===== src/rtl/q_stream_deserializer_pkg.sv =====
`default_nettype none
// +--------------------------------------------------------------------+
// | Module : q_stream_deserializer_pkg                                 |
// | Brief  : Shared constants for the Q-stream deserializer slice:     |
// |          output FSM state encodings and the default word width.    |
// | Rev    : 1.0  initial release                                      |
// +--------------------------------------------------------------------+
package q_stream_deserializer_pkg;

  // Default number of bits per collected word
  localparam int DEFAULT_WIDTH = 8;

  // Output FSM encodings (single bit, legacy-compatible)
  localparam logic [0:0] ST_EMPTY = 1'b0;
  localparam logic [0:0] ST_FULL  = 1'b1;

endpackage
`default_nettype wire


===== src/rtl/q_shift_collector.sv =====
`default_nettype none
// +--------------------------------------------------------------------+
// | Module : q_shift_collector                                         |
// | Brief  : Shifts the serial bit into a WIDTH-bit register on every  |
// |          enabled edge and strobes word_done on the completing edge |
// |          together with the full word (including the current bit).  |
// | Rev    : 1.0  initial release                                      |
// +--------------------------------------------------------------------+
module q_shift_collector
  import q_stream_deserializer_pkg::*;
#(
  parameter int WIDTH     = DEFAULT_WIDTH,
  parameter bit MSB_FIRST = 1'b1,
  parameter int CW        = $clog2(WIDTH)
) (
  input  logic             clk,
  input  logic             rst,
  input  logic             in_bit,
  input  logic             in_en,
  output logic             word_done,
  output logic [WIDTH-1:0] word,
  output logic [CW-1:0]    bit_cnt
);

  localparam logic [CW-1:0] c_last = CW'(WIDTH - 1);
  localparam logic [CW-1:0] c_one  = CW'(1);

  logic [WIDTH-1:0] r_shift;
  logic [CW-1:0]    r_cnt;
  logic [WIDTH-1:0] w_next_shift;

  // Shift direction selects which end of the word the first bit lands in
  generate
    if (MSB_FIRST) begin : g_msb_first
      assign w_next_shift = {r_shift[WIDTH-2:0], in_bit};
    end else begin : g_lsb_first
      assign w_next_shift = {in_bit, r_shift[WIDTH-1:1]};
    end
  endgenerate

  // The word is taken from the next-shift value so the completing bit is included
  assign word_done = in_en & (r_cnt == c_last);
  assign word      = w_next_shift;
  assign bit_cnt   = r_cnt;

  // Shift register and bit counter advance only on enabled edges; counter wraps on completion
  always_ff @(posedge clk or posedge rst) begin
    if (rst) begin
      r_shift <= '0;
      r_cnt   <= '0;
    end else if (in_en) begin
      r_shift <= w_next_shift;
      r_cnt   <= (r_cnt == c_last) ? '0 : r_cnt + c_one;
    end
  end

endmodule
`default_nettype wire


===== src/rtl/q_stream_deserializer.sv =====
`default_nettype none
// +--------------------------------------------------------------------+
// | Module : q_stream_deserializer                                     |
// | Brief  : Collects the registered serial bit Q into WIDTH-bit words |
// |          and presents them on a valid/ready port with a one-word   |
// |          buffer; words completing while the buffer is full are     |
// |          dropped and flagged in a sticky overflow bit.             |
// | Rev    : 1.0  initial release                                      |
// +--------------------------------------------------------------------+
module q_stream_deserializer
  import q_stream_deserializer_pkg::*;
#(
  parameter int WIDTH     = DEFAULT_WIDTH,
  parameter bit MSB_FIRST = 1'b1
) (
  input  logic                     clk,
  input  logic                     rst,
  input  logic                     in_bit,
  input  logic                     in_en,
  input  logic                     clr_ovf,
  output logic [WIDTH-1:0]         out_data,
  output logic                     out_valid,
  input  logic                     out_ready,
  output logic                     overflow,
  output logic [$clog2(WIDTH)-1:0] bit_cnt
);

  logic             w_done;
  logic [WIDTH-1:0] w_word;
  logic             w_drop;

  logic [0:0]       r_state;
  logic [WIDTH-1:0] r_data;
  logic             r_ovf;

  q_shift_collector #(
    .WIDTH     (WIDTH),
    .MSB_FIRST (MSB_FIRST),
    .CW        ($clog2(WIDTH))
  ) u_collector (
    .clk       (clk),
    .rst       (rst),
    .in_bit    (in_bit),
    .in_en     (in_en),
    .word_done (w_done),
    .word      (w_word),
    .bit_cnt   (bit_cnt)
  );

  // A word is dropped only when it completes into a full buffer that is not being drained
  assign w_drop = (r_state == ST_FULL) & ~out_ready & w_done;

  // Output buffer FSM: load on completion, drain on accept, back-to-back reload without a bubble
  always_ff @(posedge clk or posedge rst) begin
    if (rst) begin
      r_state <= ST_EMPTY;
      r_data  <= '0;
    end else begin
      case (r_state)
        ST_EMPTY: begin
          if (w_done) begin
            r_data  <= w_word;
            r_state <= ST_FULL;
          end
        end
        default: begin
          if (out_ready) begin
            if (w_done) begin
              r_data <= w_word;
            end else begin
              r_state <= ST_EMPTY;
            end
          end
        end
      endcase
    end
  end

  // Sticky overflow: a drop on the same edge as a clear keeps the flag set
  always_ff @(posedge clk or posedge rst) begin
    if (rst) begin
      r_ovf <= 1'b0;
    end else if (w_drop) begin
      r_ovf <= 1'b1;
    end else if (clr_ovf) begin
      r_ovf <= 1'b0;
    end
  end

  assign out_data  = r_data;
  assign out_valid = (r_state == ST_FULL);
  assign overflow  = r_ovf;

endmodule
`default_nettype wire

===== config.mk =====
export PLATFORM = sky130hd
export DESIGN_NAME = q_stream_deserializer
export DESIGN_NICKNAME = d
export VERILOG_FILES = /design/src/rtl/q_stream_deserializer_pkg.sv /design/src/rtl/q_shift_collector.sv /design/src/rtl/q_stream_deserializer.sv
export SDC_FILE = /design/constraint.sdc
export NUM_CORES = 1
export LEC_CHECK = 0
export CAP_MARGIN = 10
export CORE_UTILIZATION = 47
export CTS_CLUSTER_DIAMETER = 50
export DETAILED_ROUTE_END_ITERATION = 8
export PLACE_DENSITY_LB_ADDON = 0.05
export REMOVE_ABC_BUFFERS = 1
export SLEW_MARGIN = 0
export SYNTH_ARGS = -nofsm -noshare
export SYNTH_HDL_FRONTEND = slang
export SYNTH_SLANG_ARGS = --single-unit

===== constraint.sdc =====
create_clock -name clk -period 1.8 [get_ports clk]
set_clock_uncertainty 0.05 [all_clocks]
set_input_delay 0.18 -clock clk [delete_from_list [all_inputs] [get_ports clk]]
set_output_delay 0.18 -clock clk [all_outputs]
set_load 0.05 [all_outputs]

Word level (Yosys, flattened, before mapping)
Index checks and enable logic that the tools add are counted.
{"block": "totals", "ff_bits": 20, "output_inout_bits": 13}
{"block": "op_classes", "muxes": 9, "n_eq_ne": 2, "add_sub_neg": 1, "reduce_logical": 1, "bitwise_logic": 4}
{"operator": "$mux W8", "count": 3}
{"operator": "$mux W1", "count": 5}
{"operator": "$add A3 B1 Y3 const B", "count": 1}
{"operator": "$and A1 B1 Y1", "count": 3}
{"operator": "$eq A3 B3 Y1 const B", "count": 1}
{"operator": "$mux W3", "count": 1}
{"operator": "$ne A2 B2 Y1 const B", "count": 1}
{"operator": "$reduce_bool A2 Y1", "count": 1}
{"operator": "$not A1 Y1", "count": 1}

Longest topological paths before layout
{"block": "logic_depth", "ltp_word": 5, "ltp_mapped": 6}

By module
From an unflattened synthesis, not the netlist that was laid out.
{"block": "hier_totals", "hier_cells": 52, "area_unflattened_um2": 869.6}
{"module": "q_shift_collector", "cells_each": 27, "n_inst": 1, "area_each_um2": 452.9}
{"module": "q_stream_deserializer", "cells_each": 25, "n_inst": 1, "area_each_um2": 416.6}

Worst setup path before layout
Ideal clock, no wire load.
{"block": "synth_timing", "kind": "register to register", "startpoint": "reg u_collector.r_cnt[0], in the netlist u_collector.bit_cnt[0]", "endpoint": "reg r_data[0], in the netlist out_data[0]", "setup_ps": 125, "arrival_ps": 1648, "required_ps": 1625, "path_slack_ps": -24, "synth_period_minus_slack_ps": 1824, "path_stages_with_launch": 7, "path_cell_list": "dfrtp_1 ha_1 ha_1 nand2_2 nor2b_4 buf_6 mux2_4"}
{"block": "synth_between", "elab_chain_len": 5}
{"element": "start: declaration", "line": "q_shift_collector.sv:29", "source": "logic [CW-1:0] r_cnt;"}
{"element": "start signal: assignment", "line": "q_shift_collector.sv:53", "source": "r_cnt <= (r_cnt == c_last) ? '0 : r_cnt + c_one;"}
{"element": "$eq A3 B3 Y1 (*)", "line": "q_shift_collector.sv:42", "source": "assign word_done = in_en & (r_cnt == c_last);"}
{"element": "$and A1 B1 Y1 (*)", "line": "q_shift_collector.sv:42"}
{"element": "$mux W8 (*)"}
{"element": "$mux W8"}
{"element": "$mux W8 (*)"}
{"element": "end signal: assignment", "line": "q_stream_deserializer.sv:62", "source": "r_data <= w_word;"}
{"element": "end signal: assignment", "line": "q_stream_deserializer.sv:69", "source": "r_data <= w_word;"}
{"element": "end: declaration", "line": "q_stream_deserializer.sv:33", "source": "logic [WIDTH-1:0] r_data;"}
Every way passes the cells marked *; elsewhere a longest branch is shown, timed or not. The select of a mux whose other input is x is not followed.
A chain may end at the register's enable or synchronous reset.

Final worst setup path
{"block": "layout_timing", "startpoint": "reg r_state, in the netlist out_valid", "endpoint": "out out_valid"}
{"element": "start: declaration", "line": "q_stream_deserializer.sv:32", "source": "logic [0:0] r_state;"}
{"element": "start signal: assignment", "line": "q_stream_deserializer.sv:56", "source": "r_state <= ST_EMPTY;"}
{"element": "start signal: assignment", "line": "q_stream_deserializer.sv:63", "source": "r_state <= ST_FULL;"}
{"element": "start signal: assignment", "line": "q_stream_deserializer.sv:71", "source": "r_state <= ST_EMPTY;"}
{"element": "end: declaration", "line": "q_stream_deserializer.sv:22", "source": "output logic out_valid,"}
No word-level cell between the ends.

==> metrics.txt <==
# TYPE chip_impl_metric gauge
chip_impl_metric{name="final.fill_count",unit=""} 118
chip_impl_metric{name="detail_route.iter0.violations",unit=""} 4
chip_impl_metric{name="detailedRoute.firstPassIterationCount",unit=""} 5
chip_impl_info{name="ys_top_cells_by_area",value="dfrtp_1 (60%), mux2_4 (14%), mux2_2 (12%), ha_1 (3.0%), nand2b_4 (1.7%)"} 1
chip_impl_metric{name="htree_levels",unit=""} 1
chip_impl_metric{name="synth_seq_area_share",unit=""} 0.6024
chip_impl_metric{name="number_of_buffers_on_the_longest_clock_path",unit=""} 2
chip_impl_metric{name="synth.distinct_cells",unit=""} 14
chip_impl_info{name="crit_path_start_kind",value="flop"} 1
chip_impl_metric{name="vias",unit=""} 450
chip_impl_metric{name="final_layout_size_suffix_gt1_frac",unit=""} 0.3611
chip_impl_metric{name="antenna_diode_count",unit=""} 0
chip_impl_metric{name="avgViaCountPerCell",unit=""} 5.114
chip_impl_info{name="timing.critical_path.slowest_stage_cell",value="clkdlybuf4s50_1"} 1
chip_impl_metric{name="met2_length",unit="um"} 554
chip_impl_info{name="critPathKind",value="flop to primary output"} 1
chip_impl_metric{name="total_die_area",unit="um2"} 1940
chip_impl_metric{name="routabilityCongestion",unit=""} 0.6852
chip_impl_metric{name="globalRouteTotalUtil",unit=""} 0.1473
chip_impl_info{name="failed_checks",value="DRC"} 1
chip_impl_metric{name="yosysTopAreaCellShare",unit=""} 0.6024
chip_impl_info{name="rsz0062_at_grt",value="false"} 1
chip_impl_metric{name="route.layer.met1.wl",unit="um"} 567
chip_impl_metric{name="boundaryPins",unit=""} 19
chip_impl_metric{name="final.min_clock_period",unit="ns"} 1.740
chip_impl_metric{name="worst_slew_margin_rel",unit=""} 0.6622
chip_impl_metric{name="worst_setup_hold_path_clk_slew",unit="ns"} 0.11
chip_impl_metric{name="cts.hold.buffers_added",unit=""} 0
chip_impl_metric{name="grt_pass1_wl",unit="mm"} 1.980
chip_impl_metric{name="period_share",unit=""} 0.9667
chip_impl_metric{name="synthesis.area",unit="um2"} 830.8
chip_impl_metric{name="post_synth.cell_area_avg",unit="um2"} 16.62
chip_impl_metric{name="grt_antenna_before_repair",unit=""} 0
chip_impl_metric{name="setup_violations",unit=""} 0
chip_impl_metric{name="final_area",unit="um2"} 1066
chip_impl_metric{name="syn_inst",unit=""} 50
chip_impl_metric{name="synth.yosys.warnings",unit=""} 0
chip_impl_metric{name="timing.critical_path.fanout_max",unit=""} 2
chip_impl_metric{name="clock_insertion_delay_worst_skew",unit="ns"} 0.29
chip_impl_metric{name="globalRouteOverflowTotal",unit=""} 0
chip_impl_info{name="cts_root_buffer",value="clkbuf_4"} 1
chip_impl_metric{name="die-width",unit="um"} 44.05
chip_impl_metric{name="layout.nets",unit=""} 81
chip_impl_metric{name="worst_r2r_path_depth",unit=""} 5
chip_impl_metric{name="floorplan.initialDensity",unit=""} 0.5270
chip_impl_metric{name="worst_slew_pin_slew",unit="ns"} 0.5051
chip_impl_metric{name="synth_to_final_area_change",unit="%"} 28.31
chip_impl_metric{name="timing.max_cap.violations",unit=""} 0
chip_impl_metric{name="detail_route.drc_violations",unit=""} 2
chip_impl_metric{name="pin_count_of_the_biggest_net_entering_global_routing",unit=""} 21
chip_impl_info{name="hold_class",value="input port to asynchronous set/reset pin"} 1
chip_impl_info{name="crit_path_end_kind",value="primary output"} 1
chip_impl_metric{name="hold_viol",unit=""} 0
chip_impl_metric{name="met3_length",unit="um"} 84
chip_impl_metric{name="cts_made_buffers",unit=""} 3
chip_impl_metric{name="wl",unit="mm"} 1.220
chip_impl_metric{name="io_buf_count",unit=""} 18
chip_impl_metric{name="max_freq",unit="GHz"} 0.5747
chip_impl_metric{name="p_per_area",unit="nW/um2"} 1865
chip_impl_info{name="outcome",value="finished, violations left"} 1
chip_impl_metric{name="row_count",unit=""} 14
chip_impl_metric{name="instance_area_at_placement",unit="um2"} 1030
chip_impl_metric{name="slew_violations",unit=""} 0
chip_impl_info{name="critical-path-top-delay-family",value="buffers and inverters"} 1
chip_impl_metric{name="synth.ff_latch_count",unit=""} 20
chip_impl_metric{name="numClockSinks",unit=""} 20
chip_impl_metric{name="antenna_violating_nets_post_route",unit=""} 0
chip_impl_metric{name="floorplan.core_area",unit="um2"} 1577
chip_impl_metric{name="post_cts_setup_repair_buffer_count",unit=""} 0
chip_impl_metric{name="timing.critical_path.required",unit="ns"} 1.57
chip_impl_metric{name="vdd_drop_max",unit="V"} 0.0009778
chip_impl_metric{name="cts_resized",unit=""} 0
chip_impl_metric{name="timing.critical_path.depth",unit=""} 1
chip_impl_info{name="route.top_layer_used",value="met4"} 1
chip_impl_info{name="yosysTopAreaCell",value="dfrtp_1"} 1
chip_impl_metric{name="detailedPlacementHpwl",unit="um"} 918.1
chip_impl_metric{name="cp.arrival",unit="ns"} 1.51
chip_impl_info{name="crit_chain",value="clkdlybuf4s50_1"} 1
chip_impl_info{name="clock_tree_from_tritoncts",value="done"} 1
chip_impl_metric{name="floorplan.die.height",unit="um"} 44.05
chip_impl_metric{name="wire_length_per_cell_after_detailed_routing",unit="um"} 13.86
chip_impl_metric{name="max_stage_delay",unit="ns"} 0.82
chip_impl_metric{name="leakagePower",unit="nW"} 0.4906
chip_impl_metric{name="finish.utilization",unit=""} 0.6762
chip_impl_metric{name="first_global_vias",unit=""} 463
chip_impl_metric{name="worst-path-buf-inv",unit=""} 1
-- cells in the final DEF, fill, tap and decap left out --
cell             Yosys  final
nand2_2              1      1
mux2_2               9      9
inv_1                2      2
o22ai_1              1      1
mux2i_1              1      1
nand2_1              1      1
clkbuf_4             0      3
mux2_4               8      8
clkdlybuf4s50_1      0     18
nand2b_1             1      1
buf_4                0      2
dfrtp_1             20     20
nand2b_4             1      1
clkbuf_8             0      1
ha_1                 2      2
nor2b_4              1      1
-- power breakdown --
part	total, mW	switching, mW	internal, mW
clock network	0.250	0.127	0.123
logic	1.02	0.587	0.432
registers	0.720	0.108	0.613
-- state kept, by name, indices dropped and copies added (netlist names) --
register and flops:
out_valid 1, u_collector.r_shift 7, u_collector.bit_cnt 3, overflow 1, out_data 8
-- layer usage --
| metal | GRT usage | up-vias |
|---|---|---|
| met5 | 0 | - |
| met4 | 0.09091 | 0 |
| met3 | 0.03673 | 2 |
| met2 | 0.2235 | 15 |
| met1 | 0.1906 | 220 |
| li1 | - | 213 |
-- logic make-up (layout without fill, tap and decap cells) --
family	Yosys count	after routing	share of synthesized area
AND/OR/NAND/NOR	5	5	0.05271
multiplexers	18	18	0.2786
buffers and inverters	4	26	0.02861
AO/OA/AOI/OAI	1	1	0.007535
flip-flops	20	20	0.6024
adder cells (fa/ha/maj)	2	2	0.03012
-- per-stage QoR --
stage / total power, mW / cells / TNS, ns / setup slack (ns) / hold slack, ns
detailed placement: 1.757 / 84 / 0 / 0.1753 / 0.4452
floorplan: 1.430 / 48 / -0.5515 / -0.06894 / 0.09383
global route: 2.079 / 88 / 0 / 0.002363 / 0.1843
CTS: 2.012 / 88 / 0 / 0.03653 / 0.1554
finish: 1.988 / 88 / 0 / 0.06002 / 0.1534
global placement: 1.751 / 84 / 0 / 0.1687 / 0.4363
-- area by class of cell --
class | count | area, um2 | area share
repair buffers | 20 | 195.2 | 0.1831
multi-input cells | 26 | 306.5 | 0.2876
inverters | 2 | 7.507 | 0.007042
flip-flops and latches | 20 | 500.5 | 0.4695
well taps | 16 | 20.02 | 0.01878
clock buffers | 4 | 36.28 | 0.03404
-- synth_stat cells --
cell type  count
mux2i_1        1
o22ai_1        1
buf_2          1
mux2_4         8
buf_6          1
nand2_2        1
nor2b_4        1
mux2_2         9
inv_1          2
ha_1           2
dfrtp_1       20
nand2_1        1
nand2b_1       1
nand2b_4       1
-- worst paths after layout --
path                                     endpoint                   start  slack, ns
min                                   out_data[7]                     rst       0.15
min in group clk                         overflow                 clr_ovf       0.39
max                                     out_valid               out_valid       0.06
max reg2reg                           out_data[1]  u_collector.bit_cnt[0]       0.16
min reg2reg                           out_data[7]  u_collector.r_shift[6]       0.47
max in group asynchronous  u_collector.bit_cnt[2]                     rst       1.35
Power figures use the tool's default switching activity.
